## config.mk

```make
export PLATFORM = sky130hd
export DESIGN_NAME = tage_update_ctrl
export DESIGN_NICKNAME = d
export VERILOG_FILES = /design/src/rtl/tage_pkg.sv /design/src/rtl/tage_lfsr.sv /design/src/rtl/tage_update_ctrl.sv
export SDC_FILE = /design/constraint.sdc
export NUM_CORES = 1
export LEC_CHECK = 0
export ABC_CLOCK_PERIOD_IN_PS = 4000
export BUFFER_PORTS_ARGS = -buffer_cell sky130_fd_sc_hd__buf_2
export CORE_MARGIN = 5
export CORE_UTILIZATION = 30
export DETAILED_ROUTE_END_ITERATION = 10
export GPL_ROUTABILITY_DRIVEN = 1
export PLACE_DENSITY = 0.47
export SYNTH_ARGS = -nofsm -noshare
export SYNTH_HDL_FRONTEND = slang
export SYNTH_HIERARCHICAL = 1
export SYNTH_SLANG_ARGS = --single-unit
export TNS_END_PERCENT = 1
```

## constraint.sdc

```tcl
create_clock -name clk_i -period 4 [get_ports clk_i]
set_input_delay 0.2 -clock clk_i [delete_from_list [all_inputs] [get_ports clk_i]]
set_output_delay 0.2 -clock clk_i [all_outputs]
set_load 0.005 [all_outputs]
```

## src/rtl/tage_pkg.sv

```systemverilog
// Package: tage_pkg
// Types and constants shared by the TAGE predictor blocks: table count,
// use_alt_on_new counter width, allocation LFSR seed, the prediction-counter
// weak values shared with tage_table, and the update-controller state enum.
package tage_pkg;

    localparam int         TAGE_NUM_TABLES = 4;
    localparam int         TAGE_USE_ALT_W  = 4;
    localparam logic [7:0] TAGE_LFSR_SEED  = 8'hA5;

    // Prediction counter in tage_table: a freshly allocated entry is set weak
    // in the direction of the resolved branch.
    localparam int                    TAGE_CTR_W       = 3;
    localparam logic [TAGE_CTR_W-1:0] TAGE_CTR_WEAK_T  = 3'b100;
    localparam logic [TAGE_CTR_W-1:0] TAGE_CTR_WEAK_NT = 3'b011;

    typedef enum logic [1:0] {
        TAGE_IDLE    = 2'd0,
        TAGE_LOOKUP  = 2'd1,
        TAGE_PREDICT = 2'd2,
        TAGE_UPDATE  = 2'd3
    } tage_ctrl_e;

endpackage

```

## src/rtl/tage_lfsr.sv

```systemverilog
// Module: tage_lfsr
// Fibonacci LFSR, shifting toward the MSB with the feedback bit entering at
// bit 0. TAPS marks the register bits XORed into the feedback; the default
// 8'hB8 realises x^8+x^6+x^5+x^4+1. Advances only when en_i is high.
// Ports:
//   clk_i  in   clock
//   rst_i  in   synchronous active-high reset, loads SEED (must be nonzero)
//   en_i   in   advance one step this cycle
//   bit_o  out  current bit 0 of the register
module tage_lfsr #(
    parameter int               WIDTH = 8,
    parameter logic [WIDTH-1:0] SEED  = 'hA5,
    parameter logic [WIDTH-1:0] TAPS  = 'hB8
) (
    input  logic clk_i,
    input  logic rst_i,
    input  logic en_i,
    output logic bit_o
);

    logic [WIDTH-1:0] q;

    always_ff @(posedge clk_i) begin
        if (rst_i) begin
            q <= SEED;
        end else if (en_i) begin
            q <= {q[WIDTH-2:0], ^(q & TAPS)};
        end
    end

    assign bit_o = q[0];

endmodule

```

## src/rtl/tage_update_ctrl.sv

```systemverilog
// Module: tage_update_ctrl
// Sequencing controller for the tagged TAGE tables plus base predictor.
// Flow: IDLE accepts a lookup, LOOKUP waits for the tables' registered
// outputs, PREDICT selects provider/altpred and presents the prediction until
// the branch outcome arrives, UPDATE drives one cycle of per-table strobes.
// New lookups are held off until UPDATE completes so every table's prev_idx
// still names the entry that made the prediction.
//
// Handshake: a request transfers on a cycle where req_valid_i && req_ready_o;
// req_ready_o is high only in IDLE and upstream holds the hash inputs while it
// is low. br_valid_i is looked at only in PREDICT and transfers the outcome
// in that cycle; it is ignored in every other state.
//
// Ports:
//   clk_i, rst_i      clock, synchronous active-high reset
//   req_valid_i/req_ready_o  lookup request handshake
//   base_pred_i       base predictor output (valid in PREDICT)
//   tag_hit_i, pred_i, new_entry_i, u_i  per-table outputs, bit i = table i
//   pred_valid_o, prediction_o  final prediction (valid in PREDICT)
//   br_valid_i, br_result_i     resolved branch outcome
//   br_result_o       registered outcome fed to all tables
//   provider_o, update_u_o, dec_u_o, alloc_o  one-cycle UPDATE strobes
//   state_o           current controller state (observability)
module tage_update_ctrl
    import tage_pkg::*;
#(
    parameter int         NUM_TABLES = TAGE_NUM_TABLES,
    parameter int         USE_ALT_W  = TAGE_USE_ALT_W,
    parameter logic [7:0] LFSR_SEED  = TAGE_LFSR_SEED
) (
    input  logic                    clk_i,
    input  logic                    rst_i,
    input  logic                    req_valid_i,
    output logic                    req_ready_o,
    input  logic                    base_pred_i,
    input  logic [NUM_TABLES-1:0]   tag_hit_i,
    input  logic [NUM_TABLES-1:0]   pred_i,
    input  logic [NUM_TABLES-1:0]   new_entry_i,
    input  logic [2*NUM_TABLES-1:0] u_i,
    output logic                    pred_valid_o,
    output logic                    prediction_o,
    input  logic                    br_valid_i,
    input  logic                    br_result_i,
    output logic                    br_result_o,
    output logic [NUM_TABLES-1:0]   provider_o,
    output logic [NUM_TABLES-1:0]   update_u_o,
    output logic [NUM_TABLES-1:0]   dec_u_o,
    output logic [NUM_TABLES-1:0]   alloc_o,
    output tage_ctrl_e              state_o
);

    localparam int IW = (NUM_TABLES > 1) ? $clog2(NUM_TABLES) : 1;
    localparam logic [USE_ALT_W-1:0] USE_ALT_INIT = USE_ALT_W'(1) << (USE_ALT_W - 1);
    localparam logic [USE_ALT_W-1:0] USE_ALT_MAX  = '1;

    // {found, index} of the highest hitting table.
    function automatic logic [IW:0] find_provider(input logic [NUM_TABLES-1:0] hits);
        logic [IW:0] r;
        r = '0;
        for (int i = 0; i < NUM_TABLES; i++) begin
            if (hits[i]) r = {1'b1, IW'(i)};
        end
        return r;
    endfunction

    // {found, index} of the highest hitting table strictly below prov.
    function automatic logic [IW:0] find_alt(input logic [NUM_TABLES-1:0] hits,
                                             input logic [IW-1:0]       prov);
        logic [IW:0] r;
        r = '0;
        for (int i = 0; i < NUM_TABLES; i++) begin
            if (hits[i] && (i < int'(prov))) r = {1'b1, IW'(i)};
        end
        return r;
    endfunction

    // One-hot of the lowest candidate, or of the second-lowest when asked
    // and one exists.
    function automatic logic [NUM_TABLES-1:0] pick_alloc(input logic [NUM_TABLES-1:0] cand,
                                                         input logic                  take_second);
        logic [NUM_TABLES-1:0] first;
        logic [NUM_TABLES-1:0] second;
        logic                  seen1;
        logic                  seen2;
        first  = '0;
        second = '0;
        seen1  = 1'b0;
        seen2  = 1'b0;
        for (int i = 0; i < NUM_TABLES; i++) begin
            if (cand[i]) begin
                if (!seen1) begin
                    first[i] = 1'b1;
                    seen1    = 1'b1;
                end else if (!seen2) begin
                    second[i] = 1'b1;
                    seen2     = 1'b1;
                end
            end
        end
        return (take_second && seen2) ? second : first;
    endfunction

    tage_ctrl_e state_q;
    tage_ctrl_e state_d;

    logic [USE_ALT_W-1:0] use_alt_q;
    logic                 lfsr_bit;
    logic                 lfsr_adv;

    // Prediction-side signals, derived from the current table outputs.
    logic [IW:0]           prov_r;
    logic [IW:0]           alt_r;
    logic                  have_prov;
    logic [IW-1:0]         prov_idx;
    logic                  have_alt;
    logic [IW-1:0]         alt_idx;
    logic                  prov_pred;
    logic                  alt_pred;
    logic                  final_pred;
    logic [NUM_TABLES-1:0] above;
    logic [NUM_TABLES-1:0] u_zero;

    // Snapshot taken when the outcome is accepted in PREDICT.
    logic                  have_prov_q;
    logic [IW-1:0]         prov_idx_q;
    logic                  prov_pred_q;
    logic                  alt_pred_q;
    logic                  final_q;
    logic                  new_entry_q;
    logic [NUM_TABLES-1:0] above_q;
    logic [NUM_TABLES-1:0] cand_q;
    logic                  br_result_q;

    // Update-side signals, derived only from the snapshot.
    logic                  latch;
    logic [NUM_TABLES-1:0] prov_onehot;
    logic                  mispredict;
    logic                  alloc_ok;
    logic                  use_alt_upd;

    always_comb begin
        above  = '0;
        u_zero = '0;
        prov_r    = find_provider(tag_hit_i);
        have_prov = prov_r[IW];
        prov_idx  = prov_r[IW-1:0];
        alt_r     = find_alt(tag_hit_i, prov_idx);
        have_alt  = have_prov & alt_r[IW];
        alt_idx   = alt_r[IW-1:0];
        prov_pred = have_prov ? pred_i[prov_idx] : base_pred_i;
        alt_pred  = have_alt  ? pred_i[alt_idx]  : base_pred_i;
        // A newly allocated provider is not yet trusted while use_alt leans alt.
        final_pred = (have_prov && new_entry_i[prov_idx] && use_alt_q[USE_ALT_W-1])
                     ? alt_pred : prov_pred;
        for (int i = 0; i < NUM_TABLES; i++) begin
            // With no provider every tagged table is a longer-history candidate.
            above[i]  = !have_prov || (i > int'(prov_idx));
            u_zero[i] = (u_i[2*i +: 2] == 2'b00);
        end
    end

    assign latch       = (state_q == TAGE_PREDICT) && br_valid_i;
    assign prov_onehot = have_prov_q ? (NUM_TABLES'(1) << prov_idx_q) : '0;
    assign mispredict  = (final_q != br_result_q);
    assign alloc_ok    = mispredict && !(have_prov_q && (prov_idx_q == IW'(NUM_TABLES - 1)));
    assign use_alt_upd = have_prov_q && new_entry_q && (prov_pred_q != alt_pred_q);

    always_ff @(posedge clk_i) begin
        if (rst_i) begin
            state_q     <= TAGE_IDLE;
            use_alt_q   <= USE_ALT_INIT;
            have_prov_q <= 1'b0;
            prov_idx_q  <= '0;
            prov_pred_q <= 1'b0;
            alt_pred_q  <= 1'b0;
            final_q     <= 1'b0;
            new_entry_q <= 1'b0;
            above_q     <= '0;
            cand_q      <= '0;
            br_result_q <= 1'b0;
        end else begin
            state_q <= state_d;
            if (latch) begin
                have_prov_q <= have_prov;
                prov_idx_q  <= prov_idx;
                prov_pred_q <= prov_pred;
                alt_pred_q  <= alt_pred;
                final_q     <= final_pred;
                new_entry_q <= have_prov & new_entry_i[prov_idx];
                above_q     <= above;
                cand_q      <= above & u_zero;
                br_result_q <= br_result_i;
            end
            if ((state_q == TAGE_UPDATE) && use_alt_upd) begin
                if (alt_pred_q == br_result_q) begin
                    if (use_alt_q != USE_ALT_MAX) use_alt_q <= use_alt_q + 1'b1;
                end else begin
                    if (use_alt_q != '0) use_alt_q <= use_alt_q - 1'b1;
                end
            end
        end
    end

    always_comb begin
        state_d      = state_q;
        req_ready_o  = 1'b0;
        pred_valid_o = 1'b0;
        provider_o   = '0;
        update_u_o   = '0;
        dec_u_o      = '0;
        alloc_o      = '0;
        lfsr_adv     = 1'b0;
        case (state_q)
            TAGE_IDLE: begin
                req_ready_o = 1'b1;
                if (req_valid_i) state_d = TAGE_LOOKUP;
            end
            TAGE_LOOKUP: begin
                state_d = TAGE_PREDICT;
            end
            TAGE_PREDICT: begin
                pred_valid_o = 1'b1;
                if (br_valid_i) state_d = TAGE_UPDATE;
            end
            TAGE_UPDATE: begin
                provider_o = prov_onehot;
                update_u_o = (prov_pred_q != alt_pred_q) ? prov_onehot : '0;
                if (alloc_ok) begin
                    if (cand_q != '0) alloc_o = pick_alloc(cand_q, lfsr_bit);
                    else              dec_u_o = above_q;
                end
                lfsr_adv = 1'b1;
                state_d  = TAGE_IDLE;
            end
            default: state_d = TAGE_IDLE;
        endcase
    end

    assign prediction_o = pred_valid_o & final_pred;
    assign br_result_o  = br_result_q;
    assign state_o      = state_q;

    tage_lfsr #(
        .WIDTH (8),
        .SEED  (LFSR_SEED),
        .TAPS  (8'hB8)
    ) u_lfsr (
        .clk_i (clk_i),
        .rst_i (rst_i),
        .en_i  (lfsr_adv),
        .bit_o (lfsr_bit)
    );

endmodule
```

[Word-level counts from Yosys, hierarchy flattened]
Cells that the tools add are included.
Operators by class
  add/sub/neg operators: 2
  multiplexer cells: 81
  reduce and logical (&&, ||, !) cells: 28
  order comparisons: 8
  equal/unequal tests: 11
  bitwise gates (word level): 4
  shift operators: 1
Operators by type and width (number)
  two-way mux 4 bit: 14
  two-way mux 1 bit: 54
  two-way mux 3 bit: 7
  logical AND 1 bit: 12
  zero test 2 bit: 5
  case mux 2 bit (4 select lines): 1
  nonzero test 4 bit: 2
  XOR reduction 8 bit: 1
  binary-select mux 1 bit (select 2 bit): 3
  == test 2 bit (second input constant): 3
  < comparator 2 x 3 -> 1 bit (second input constant): 2
  adder 4 x 1 -> 4 bit (second input constant): 1
  bitwise AND 4 bit: 1
  > comparator 2 bit (first input constant): 2
  < comparator 1 x 2 -> 1 bit (first input constant): 2
  two-way mux 2 bit: 2
  inequality test 2 bit (second input constant): 2
  inequality test 4 bit (second input constant): 1
  << shifter 1 x 2 -> 4 bit (first input constant): 1
  subtractor 4 x 1 -> 4 bit (second input constant): 1
  bitwise AND 1 bit: 3
  logical OR 1 bit: 3
  AND reduction 3 bit: 1
  == test 2 x 1 -> 1 bit (second input constant): 1
  8 further kinds: 10
Word-level totals
  bits in registers: 30
  input bits: 26
  logic and storage cells: 147

[Longest topological paths before layout]
  word-level depth: 26
  mapped depth: 7
  depth with buffers taken out: 7

[Cells and area by module]
Netlist, hierarchy kept.
Modules (own cells, without submodules)
  tage_update_ctrl: area an instance 1442.6 sq um, instances 1, cells each 186
  tage_lfsr: area an instance 302.8 sq um, instances 1, cells each 29

[Least setup slack after synthesis]
OpenSTA, ideal clock, no wires.
  kind: register to register
  from: register br_result_q, in the netlist br_result_o
  to: register use_alt_q[3]
  arrival: 1.707 ns
  data required time: 3.881 ns
  cell stages (with the launch flop): 8
  slack: 2.174 ns
  library setup time: 0.119 ns
  cells stage by stage: dfxtp_1 > xor2_2 > ha_1 > a21o_1 > a21oi_1 > xnor2_1 > and3_2 > o21bai_1
Between the ends
  longest elaborated chain between the ends: 3
  elaborated cells on any way between the ends: 5
  those cells by class: eq/ne (2); mux (1); reduce/logical (2)
Ends and longest elaborated chain
  start, declared: RTL line tage_update_ctrl.sv:132  | logic br_result_q;
  start signal, assigned: RTL line tage_update_ctrl.sv:192  | br_result_q <= br_result_i;
  == test 1 bit *: RTL line tage_update_ctrl.sv:195  | if (alt_pred_q == br_result_q) begin
  inequality test 2 x 1 -> 1 bit (no source line) / nonzero test 2 bit (equally long branches)
  AND reduction 3 bit (no source line)
  end signal, assigned: RTL line tage_update_ctrl.sv:196  | if (use_alt_q != USE_ALT_MAX) use_alt_q <= use_alt_q + 1'b1;
  end signal, assigned: RTL line tage_update_ctrl.sv:198  | if (use_alt_q != '0) use_alt_q <= use_alt_q - 1'b1;
  end, declared: RTL line tage_update_ctrl.sv:106  | logic [USE_ALT_W-1:0] use_alt_q;
Every way passes the cells marked *; elsewhere a longest branch is shown, timed or not.
A chain may end at the register's enable or synchronous reset.

[Worst setup path in the final report]
  from: register state_q[1], in the netlist state_o[1]
  to: output dec_u_o[3]
Between the ends
  longest elaborated chain between the ends: 2
Ends and longest elaborated chain
  start, declared: RTL line tage_update_ctrl.sv:103  | tage_ctrl_e state_q;
  start signal, assigned: RTL line tage_update_ctrl.sv:182  | state_q <= state_d;
  == test 2 bit: RTL line tage_update_ctrl.sv:213  | case (state_q)
  two-way mux 4 bit: RTL line tage_update_ctrl.sv:213
  end, declared: RTL line tage_update_ctrl.sv:47  | output logic [NUM_TABLES-1:0] dec_u_o,
No other way between the ends.

==> flow_metrics.tcl <==
set metrics [dict create \
    drt_iter0_drc 43 \
    clock-sinks 30 \
    p_leak_nw 0.947 \
    grt_usage_pct 12.5 \
    post_cts_resized 0 \
    ant_nets 0 \
    h-tree-depth 2 \
    coreArea_sq_um 5570 \
    drive_above_1_share_pct 24.0 \
    worstPathRequired_ns 3.80 \
    setup_ws_ns 1.65 \
    crit_path_end_kind "primary output" \
    synthArstFlopShare_pct 0 \
    place_ws_ns 1.89 \
    fmax_mhz 425 \
    final_hold_viol_count 0 \
    vias 1571 \
    grt_max_degree 29 \
    hpwl_um 3410 \
    synth_nets 251 \
    clk_pin_slew_ns 0.07 \
    setup-tns-final_ns 0 \
    overflow 0 \
    synth.lib_cells_used.distinct 47 \
    ys.flop_type "dfxtp_1" \
    hold_class "in -> reg" \
    fin_crit_sh_pct 58.9 \
    root_buffer "clkbuf_8" \
    drv_slew 0 \
    cts_tree "done" \
    nets 297 \
    n_fill_cell 600 \
    antennaDiodeCount 0 \
    multi_input_area_sq_um 1060 \
    wl_um 4370 \
    portBuffers 47 \
    grt_pass1_vias 1511 \
    dieHeight_um 86.3 \
    drt_pass1_iterations 4 \
    finClkSkew_ns 0.00771 \
    syn2layout_area_growth_pct 24.6 \
    synth.avg_cell_area_sq_um 8.12 \
    vdd_ir_drop_max_v 0.000241 \
    worstMarginPinSlew_ns 0.618 \
    gp_congestion 0.778 \
    io_pins 48 \
    synth_edf_count 0 \
    status "finished clean" \
    rsz0062_at_grt "false" \
    cts.path.max_buffers 2 \
    yosysWarnings 6 \
    syn_area_sq_um 1750 \
    clk_latency_ns 0.28 \
    holdBufCountCts 0 \
    p_per_area_nw_per_um2 427 \
    start_util_pct 31.3 \
    seq_area_sq_um 601 \
    yosys.area.top_type_share_pct 34.4 \
    synthCells 215 \
    crit_fanout 12 \
    ys_seq_area_share_pct 34.4 \
    maxCapViolations 0 \
    drc 0 \
    startpoint_type "flop" \
    ys_seq_elements 30 \
    post_cts_buffers 0 \
    worstSetupPathType "reg -> out" \
    synth_area_leaders "dfxtp_1 (34%), nor2_1 (7.3%), mux2i_1 (6.9%)" \
    wl_per_cell_um 13.1 \
    fp.dieW_um 86.3 \
    cts_buffers 5 \
    finalSetupViolations 0 \
    final_area_sq_um 2170 \
    relSlewSlack_pct 58.7 \
    grt_first_pass_wirelength_um 7380 \
    yosysTopAreaCell "dfxtp_1" \
    antenna_found_initial 0 \
    post-route-min-period_ns 2.35 \
    rows 27 \
    placed_area_sq_um 2030 \
    critPathArrivalTime_ns 2.15 \
    viasPerCell 4.70 \
    hold_ws_ns 0.165 \
    die_area_sq_um 7440 \
]
==> metal layers <==
| metal | part of all wire [%] | up-vias | track usage [%] |
|---|---|---|---|
| met4 | 0.96 | 0 | 4.67 |
| met3 | 7.3 | 4 | 3.14 |
| met5 | 0 | - | 0 |
| li1 | - | 837 | - |
| met2 | 43 | 46 | 19.1 |
| met1 | 49 | 684 | 17.1 |
==> final cells by class <==
cell class	instances	area share (%)
Tap cell	72	4.14
Clock inverter	2	2.76
Clock buffer	6	3.80
Sequential cell	30	27.6
Timing Repair Buffer	47	10.8
Inverter	12	2.07
Multi-Input combinational cell	165	48.8
==> registers in the layout, indices dropped and copies added, names as in the netlist <==
| signal | count |
|---|---|
| prov_idx_q | 2 |
| state_o | 2 |
| u_lfsr/q | 8 |
| have_prov_q | 1 |
| br_result_o | 1 |
| use_alt_q | 4 |
| prov_pred_q | 1 |
| cand_q | 4 |
| new_entry_q | 1 |
| above_q | 4 |
| final_q | 1 |
| alt_pred_q | 1 |
==> cells in the mapped netlist (all sizes together), types with 2 or more instances <==
library cell,count
a211o,3
a211oi,3
a21o,2
a21oi,14
a221oi,3
a31oi,2
and2,4
and3,4
buf,6
clkbuf,2
dfxtp,30
ha,9
inv,12
mux2i,12
nand2,24
nand2b,2
nand3,5
nand3b,2
nor2,35
nor3,7
nor3b,2
nor4,3
o21ai,6
o22ai,2
xnor2,5
xor2,3
==> worst max-delay path: stages, from the launching register on <==
cell     delay (ns)
dfxtp_1        0.39
ha_1           0.53
nand2_1        0.10
a31oi_1        0.30
nand3_1        0.26
nor2_1         0.16
buf_2          0.13
==> power breakdown <==
part,internal [W],total (W),switching (W)
logic,0.0000853,0.000192,0.000107
registers,0.000329,0.000357,0.0000285
clock network,0.000266,0.000379,0.000113
==> final timing paths <==
path	from	end	slack, ns	depth (start not counted)
max reg2reg	state_o[1]$_SDFFE_PP0P_	use_alt_q[3]$_SDFFE_PP1P_	1.97	6
max	state_o[1]$_SDFFE_PP0P_	dec_u_o[3]	1.65	6
min reg2reg	prov_pred_q$_SDFFE_PP0P_	prov_pred_q$_SDFFE_PP0P_	0.47	2
min	br_result_i	br_result_o$_SDFFE_PP0P_	0.16	3
==> layout by cell type, fill, tap and decap left out, types with 2 or more instances in the layout <==
cell type,count
a211o_1,3
a211oi_1,2
a21o_1,2
a21oi_1,13
a221oi_1,3
a31oi_1,2
and2_1,3
and3_1,3
buf_2,47
bufinv_16,2
clkbuf_8,6
dfxtp_1,30
ha_1,9
inv_1,12
mux2i_1,12
nand2_1,24
nand2b_1,2
nand3_1,5
nand3b_1,2
nor2_1,34
nor3_1,7
nor3b_1,2
nor4_1,3
o21ai_0,6
o22ai_1,2
xnor2_1,5
xor2_1,2
==> per-stage QoR <==
step | power, W | util, % | std cells
after floorplan | 0.000495 | - | 215
after global placement | 0.000561 | 36.5 | 326
after detailed placement | 0.000560 | 36.5 | 326
after CTS | 0.000942 | 39.0 | 334
after global routing | 0.000988 | 39.0 | 334
final | 0.000928 | 39.0 | 334
==> logic make-up (layout without fill, tap and decap cells) <==
kind of cell | after synthesis | after routing | synth area share [%]
XOR/XNOR | 8 | 8 | 4.44
AND/OR/NAND/NOR | 93 | 93 | 25.2
flip-flops | 30 | 30 | 34.4
AO/OA/AOI/OAI | 42 | 42 | 16.7
buffers and inverters | 20 | 67 | 4.80
adder cells (fa/ha/maj) | 10 | 10 | 7.60
multiplexers | 12 | 12 | 6.88
Note: power is estimated with default switching activity, not from simulation.
